[config.mk]
export PLATFORM = sky130hd
export DESIGN_NAME = axi_addr_remap_ctrl
export DESIGN_NICKNAME = d
export VERILOG_FILES = /design/src/rtl/axi_addr_remap_ctrl.sv
export SDC_FILE = /design/constraint.sdc
export NUM_CORES = 2
export LEC_CHECK = 0
export ABC_AREA = 1
export CORE_ASPECT_RATIO = 1.2
export CORE_MARGIN = 3
export CORE_UTILIZATION = 45
export CTS_BUF_LIST = sky130_fd_sc_hd__clkbuf_4
export CTS_CLUSTER_SIZE = 25
export DETAILED_ROUTE_END_ITERATION = 7
export SYNTH_ARGS = -nofsm -noshare
export SYNTH_HDL_FRONTEND = slang
export SYNTH_SLANG_ARGS = --single-unit
[constraint.sdc]
create_clock -name clk_i -period 3.8 [get_ports clk_i]
set_input_delay 0.57 -clock clk_i [delete_from_list [all_inputs] [get_ports clk_i]]
set_output_delay 0.57 -clock clk_i [all_outputs]
set_load 0.005 [all_outputs]
[src/rtl/axi_addr_remap_ctrl.sv]
// axi_addr_remap_ctrl: translates AW/AR addresses through base/mask/target windows,
// holds each translation until its handshake, and commits shadow tables only when idle.
module axi_addr_remap_ctrl #(
    parameter int unsigned NumWindows   = 4,
    parameter int unsigned SlvAddrWidth = 32,
    parameter int unsigned MstAddrWidth = 32,
    parameter type slv_req_t = struct packed {
        struct packed { logic [SlvAddrWidth-1:0] addr; } aw;
        logic aw_valid;
        struct packed { logic [SlvAddrWidth-1:0] addr; } ar;
        logic ar_valid;
    },
    parameter type axi_resp_t = struct packed {
        logic aw_ready;
        logic ar_ready;
    },
    localparam int unsigned IdxW = (NumWindows > 1) ? $clog2(NumWindows) : 1
) (
    input  logic                    clk_i,
    input  logic                    rst_ni,
    input  slv_req_t                slv_req_i,
    input  axi_resp_t               mst_resp_i,
    output logic [MstAddrWidth-1:0] mst_aw_addr_o,
    output logic [MstAddrWidth-1:0] mst_ar_addr_o,
    output logic                    aw_hit_o,
    output logic                    ar_hit_o,
    input  logic                    cfg_we_i,
    input  logic [IdxW-1:0]         cfg_idx_i,
    input  logic                    cfg_en_i,
    input  logic [SlvAddrWidth-1:0] cfg_base_i,
    input  logic [SlvAddrWidth-1:0] cfg_mask_i,
    input  logic [MstAddrWidth-1:0] cfg_target_i,
    input  logic                    cfg_commit_i,
    output logic                    commit_pending_o
);
    typedef enum logic {IDLE, HOLD} state_e;

    logic [NumWindows-1:0]   sh_en_q, act_en_q;
    logic [SlvAddrWidth-1:0] sh_base_q [NumWindows];
    logic [SlvAddrWidth-1:0] sh_mask_q [NumWindows];
    logic [MstAddrWidth-1:0] sh_tgt_q  [NumWindows];
    logic [SlvAddrWidth-1:0] act_base_q [NumWindows];
    logic [SlvAddrWidth-1:0] act_mask_q [NumWindows];
    logic [MstAddrWidth-1:0] act_tgt_q  [NumWindows];

    state_e                  state_q [2];
    state_e                  state_d [2];
    logic [MstAddrWidth-1:0] hold_addr_q [2];
    logic [MstAddrWidth-1:0] hold_addr_d [2];
    logic [MstAddrWidth-1:0] xl_addr [2];
    logic [SlvAddrWidth-1:0] slv_addr [2];
    logic [1:0]              hold_hit_q, hold_hit_d, xl_hit, valid, ready;
    logic                    pending_q, pending_d, commit;

    function automatic logic [MstAddrWidth-1:0] resize(input logic [SlvAddrWidth-1:0] a);
        return MstAddrWidth'(a);
    endfunction

    assign slv_addr[0] = slv_req_i.aw.addr;
    assign slv_addr[1] = slv_req_i.ar.addr;
    assign valid       = {slv_req_i.ar_valid, slv_req_i.aw_valid};
    assign ready       = {mst_resp_i.ar_ready, mst_resp_i.aw_ready};

    // Scan high to low so the lowest matching index overrides the rest.
    always_comb begin
        for (int c = 0; c < 2; c++) begin
            xl_addr[c] = resize(slv_addr[c]);
            xl_hit[c]  = 1'b0;
            for (int i = int'(NumWindows) - 1; i >= 0; i--) begin
                if (act_en_q[i] && ((slv_addr[c] ^ act_base_q[i]) & act_mask_q[i]) == '0) begin
                    xl_hit[c]  = 1'b1;
                    xl_addr[c] = (act_tgt_q[i] & resize(act_mask_q[i])) |
                                 (resize(slv_addr[c]) & ~resize(act_mask_q[i]));
                end
            end
        end
    end

    always_comb begin
        commit    = (pending_q | cfg_commit_i) && state_q[0] == IDLE && state_q[1] == IDLE;
        pending_d = (pending_q | cfg_commit_i) && !commit;
        for (int c = 0; c < 2; c++) begin
            state_d[c]     = state_q[c];
            hold_addr_d[c] = hold_addr_q[c];
            hold_hit_d[c]  = hold_hit_q[c];
            if (state_q[c] == IDLE) begin
                if (valid[c] && !ready[c]) begin
                    state_d[c]     = HOLD;
                    hold_addr_d[c] = xl_addr[c];
                    hold_hit_d[c]  = xl_hit[c];
                end
            end else if (!valid[c] || ready[c]) begin
                state_d[c] = IDLE;
            end
        end
    end

    assign mst_aw_addr_o    = (state_q[0] == HOLD) ? hold_addr_q[0] : xl_addr[0];
    assign aw_hit_o         = (state_q[0] == HOLD) ? hold_hit_q[0]  : xl_hit[0];
    assign mst_ar_addr_o    = (state_q[1] == HOLD) ? hold_addr_q[1] : xl_addr[1];
    assign ar_hit_o         = (state_q[1] == HOLD) ? hold_hit_q[1]  : xl_hit[1];
    assign commit_pending_o = pending_q;

    always_ff @(posedge clk_i or negedge rst_ni) begin
        if (!rst_ni) begin
            state_q     <= '{default: IDLE};
            hold_addr_q <= '{default: '0};
            hold_hit_q  <= '0;
            pending_q   <= 1'b0;
        end else begin
            state_q     <= state_d;
            hold_addr_q <= hold_addr_d;
            hold_hit_q  <= hold_hit_d;
            pending_q   <= pending_d;
        end
    end

    // The copy reads the shadow before this edge's write lands.
    always_ff @(posedge clk_i or negedge rst_ni) begin
        if (!rst_ni) begin
            sh_en_q    <= '0;
            sh_base_q  <= '{default: '0};
            sh_mask_q  <= '{default: '0};
            sh_tgt_q   <= '{default: '0};
            act_en_q   <= '0;
            act_base_q <= '{default: '0};
            act_mask_q <= '{default: '0};
            act_tgt_q  <= '{default: '0};
        end else begin
            if (cfg_we_i && 32'(cfg_idx_i) < NumWindows) begin
                sh_en_q[cfg_idx_i]   <= cfg_en_i;
                sh_base_q[cfg_idx_i] <= cfg_base_i;
                sh_mask_q[cfg_idx_i] <= cfg_mask_i;
                sh_tgt_q[cfg_idx_i]  <= cfg_target_i;
            end
            if (commit) begin
                act_en_q   <= sh_en_q;
                act_base_q <= sh_base_q;
                act_mask_q <= sh_mask_q;
                act_tgt_q  <= sh_tgt_q;
            end
        end
    end

`ifndef SYNTHESIS
    for (genvar c = 0; c < 2; c++) begin : g_chk
        assert property (@(posedge clk_i) disable iff (!rst_ni) state_q[c] == HOLD |-> valid[c])
            else $error("valid dropped before ready on channel %0d", c);
    end
`endif
endmodule

==> run_results.csv <==
group,metric,value,unit
outcome,status,"complete, but fails checks",
outcome,failed_checks,"negative setup slack",
floorplanning,initial_core_util,45.4,%
global_routing,grt_max_degree,187,
critical_path,worstSetupPathType,"reg2out",
yosys,synthesis.area,42600,sq um
pwr,ir_drop,288,uV
placed_design,dpl.hpwl,135000,um
yosys,syn-instance-count,5964,
global_routing,track_usage,37.7,%
route,vias,44800,
floorplanning,rows,123,
final_layout,fillers,8878,
yosys,yosysTopAreaCell,"dfrtp_1",
yosys,ys_types,36,
route,routed_wl,188000,um
yosys,synth.most_common_cell,"nand2_1",
run,drv_cap,0,
pwr,switching_share,38.3,%
route,viasPerCell,5.41,
pwr,seqPwrFrac,41.7,%
pwr,combPwrFrac,31.6,%
sta,skew,0.0673,ns
final_layout,stdcell_count,8293,
yosys,synth-edff-count,0,
route,drt_iter0_drc,4601,
sta,worst_slack,-0.403,ns
sta,max_freq,0.238,GHz
yosys,yosys.area.top_type_share,49.6,%
route,drc,0,
yosys,async_flop_share,100,%
floorplanning,dieHeight,343,um
cts,clockBufferDepth,3,
sta,slew_headroom,25.5,%
yosys,syn-num-nets,6135,
yosys,synthTopCellsByArea,"dfrtp_1 50%, nand2_1 24%, o21ai_0 8.1%",
yosys,ys_seq_area_share,49.6,%
cts,clock_latency,1.15,ns
route,wl_per_cell,22.7,um
sta,setup_viol,66,
final_layout,drive_above_1_share,25.3,%
final_layout,finalNetCount,7058,
global_routing,overflow,0,
placed_design,place_inst,7720,
sta,slew_viol_final,0,
critical_path,cp_max_fo,4,
floorplanning,dieWidth,287,um
yosys,yosysWarnings,0,
pwr,p_switching,11.3,mW
pwr,power_density,510,nW/um^2
pwr,p_int,18.2,mW
route,ant_nets,0,
global_routing,grt_pass1_vias,42400,
critical_path,arrival,3.63,ns
global_routing,antenna_found_initial,4,
cts,cts_tree,"yes",
sta,timing.hold.ws,0.0802,ns
sta,fin_crit_sh,111,%
cts,cts.sinks,845,
yosys,ys.flop_type,"dfrtp_1",
cts,clkTransAtPathRegs,0.07,ns
cts,cts_buffers,217,
global_routing,grt_pass1_wl,273000,um
floorplanning,core,93900,sq um
yosys,syn_area_per_cell,7.15,sq um
final_layout,synthToLayoutAreaGrowth,35.6,%
sta,rsz0062_at_grt,"yes",
sta,worstMarginPinSlew,1.12,ns
hold_path,hold_class,"in2reg",
critical_path,r2r_slack,0.12,ns
sta,setup-tns-final,-18.24,ns
placed_design,io_buffers,237,
critical_path,start_kind,"flip-flop",
sta,final-hold-violation-count,0,
yosys,ys_ff_latch,845,
floorplanning,pin_count,238,
cts,root_buffer,"clkbuf_4",
critical_path,cp-end-kind,"output pin",
pwr,leakagePower,29.6,nW
floorplanning,die_area,98500,sq um
placed_design,gp_congestion,1.00,
critical_path,required,3.23,ns
sta,fin_crit,4.20,ns
cts,htreeDepth,4,
yosys,synth.top_cells.by_count,"2749 x nand2_1, 845 x dfrtp_1, 692 x o21ai_0, 391 x nor2_1, 336 x inv_1",
route,drt_first_pass_iters,6,
pwr,clockPowerShare,26.7,%
-- per-layer routing --
layer / GRT usage [%] / routed length (um) / part of all wire, % / vias to the layer above
li1: - / - / - / 20900
met2: 58.0 / 83600 / 44 / 2066
met5: 0.686 / 92 / 0.049 / -
met1: 49.9 / 76000 / 40 / 21400
met4: 21.4 / 12500 / 6.7 / 2
met3: 7.45 / 15900 / 8.5 / 532
-- cells in the final DEF, fill, tap and decap left out, drive strengths merged, types with 29 or more instances in the layout --
| master | count |
|---|---|
| nor2 | 424 |
| clkdlybuf4s50 | 170 |
| clkbuf | 323 |
| nand4 | 125 |
| o21a | 36 |
| buf | 760 |
| nand2 | 2751 |
| a21oi | 95 |
| o21ai | 700 |
| dlygate4sd3 | 29 |
| clkinv | 56 |
| dfrtp | 845 |
| inv | 388 |
| nand3 | 306 |
-- state kept, by name, indices dropped and copies added (netlist names) --
name / count
sh_tgt_q: 128
commit_pending_o: 1
hold_addr_q: 64
act_mask_q: 128
act_en_q: 4
sh_mask_q: 128
act_tgt_q: 128
state_q: 2
sh_en_q: 4
act_base_q: 128
hold_hit_q: 2
sh_base_q: 128
-- power groups by stage --
stage	logic (mW)	registers, mW	clock network (mW)
after floorplan	4.08	11.8	0
after global placement	7.93	12.3	0
after detailed placement	8.01	12.3	0
after CTS	8.76	12.2	8.02
after global routing	10.0	12.5	8.47
final	9.32	12.3	7.86
-- final timing paths --
| path | from | end | depth (start not counted) |
|---|---|---|---|
| min in group asynchronous | rst_ni | sh_mask_q[112]$_DFFE_PN0P_ | 2 |
| max in group asynchronous | rst_ni | act_base_q[110]$_DFFE_PN0P_ | 4 |
| max reg2reg | act_base_q[80]$_DFFE_PN0P_ | act_base_q[80]$_DFFE_PN0P_ | 27 |
| max | act_mask_q[11]$_DFFE_PN0P_ | mst_ar_addr_o[14] | 18 |
| min | cfg_target_i[30] | sh_tgt_q[126]$_DFFE_PN0P_ | 3 |
| min reg2reg | sh_tgt_q[80]$_DFFE_PN0P_ | act_tgt_q[80]$_DFFE_PN0P_ | 2 |
-- final cells by class --
class	instances	area [sq um]	share of cell area, %
multi-input cells	4461	21300	36.9
flip-flops and latches	845	21200	36.6
repair buffers	967	9540	16.5
clock buffers	317	2380	4.12
well taps	1250	1560	2.71
inverters	395	1500	2.59
clock inverters	53	314	0.544
diodes	5	12.5	0.0217
-- critical path, stage by stage (launching register included) --
cell,delay (ns)
dfrtp_1,0.47
nand2_1,0.12
nor2_2,0.06
inv_2,0.06
nand2_2,0.06
nor2_4,0.19
nand2_2,0.09
nor2_4,0.24
nand3_4,0.21
buf_12,0.20
buf_8,0.13
nand2_4,0.05
nand3_2,0.06
nand2_2,0.09
nand2_2,0.07
nand2_4,0.11
nand2_2,0.06
nand2_2,0.09
buf_2,0.12
-- repair_timing --
item	in CTS	in global routing
hold buffers	29	0
endpoints found under the hold margin	485	0
resized for setup	761	379
pin swaps	232	201
gates cloned	12	2
endpoints found under the setup margin	66	67
setup buffers	133	44
-- through the flow --
stage          instance area, sq um  power, mW  util, %  setup slack (ns)
5_1_grt                       57800       31.0     61.5            -0.537
4_1_cts                       56200       29.0     59.9            -0.486
3_3_place_gp                  50300       20.2     53.6            -0.753
3_5_place_dp                  50300       20.3     53.6            -0.803
2_1_floorplan                 42600       15.9        -              1.19
6_report                      57800       29.5     61.6            -0.403
-- kinds of logic (layout without fill, tap and decap cells) --
kind of cell	Yosys count	after routing	synth area share, %
buf+inv	658	1732	6.21
flops	845	845	49.6
compound gates	834	834	10.0
simple gates	3627	3627	34.2
other cells	0	5	0
Note: power is estimated with default switching activity, not from simulation.
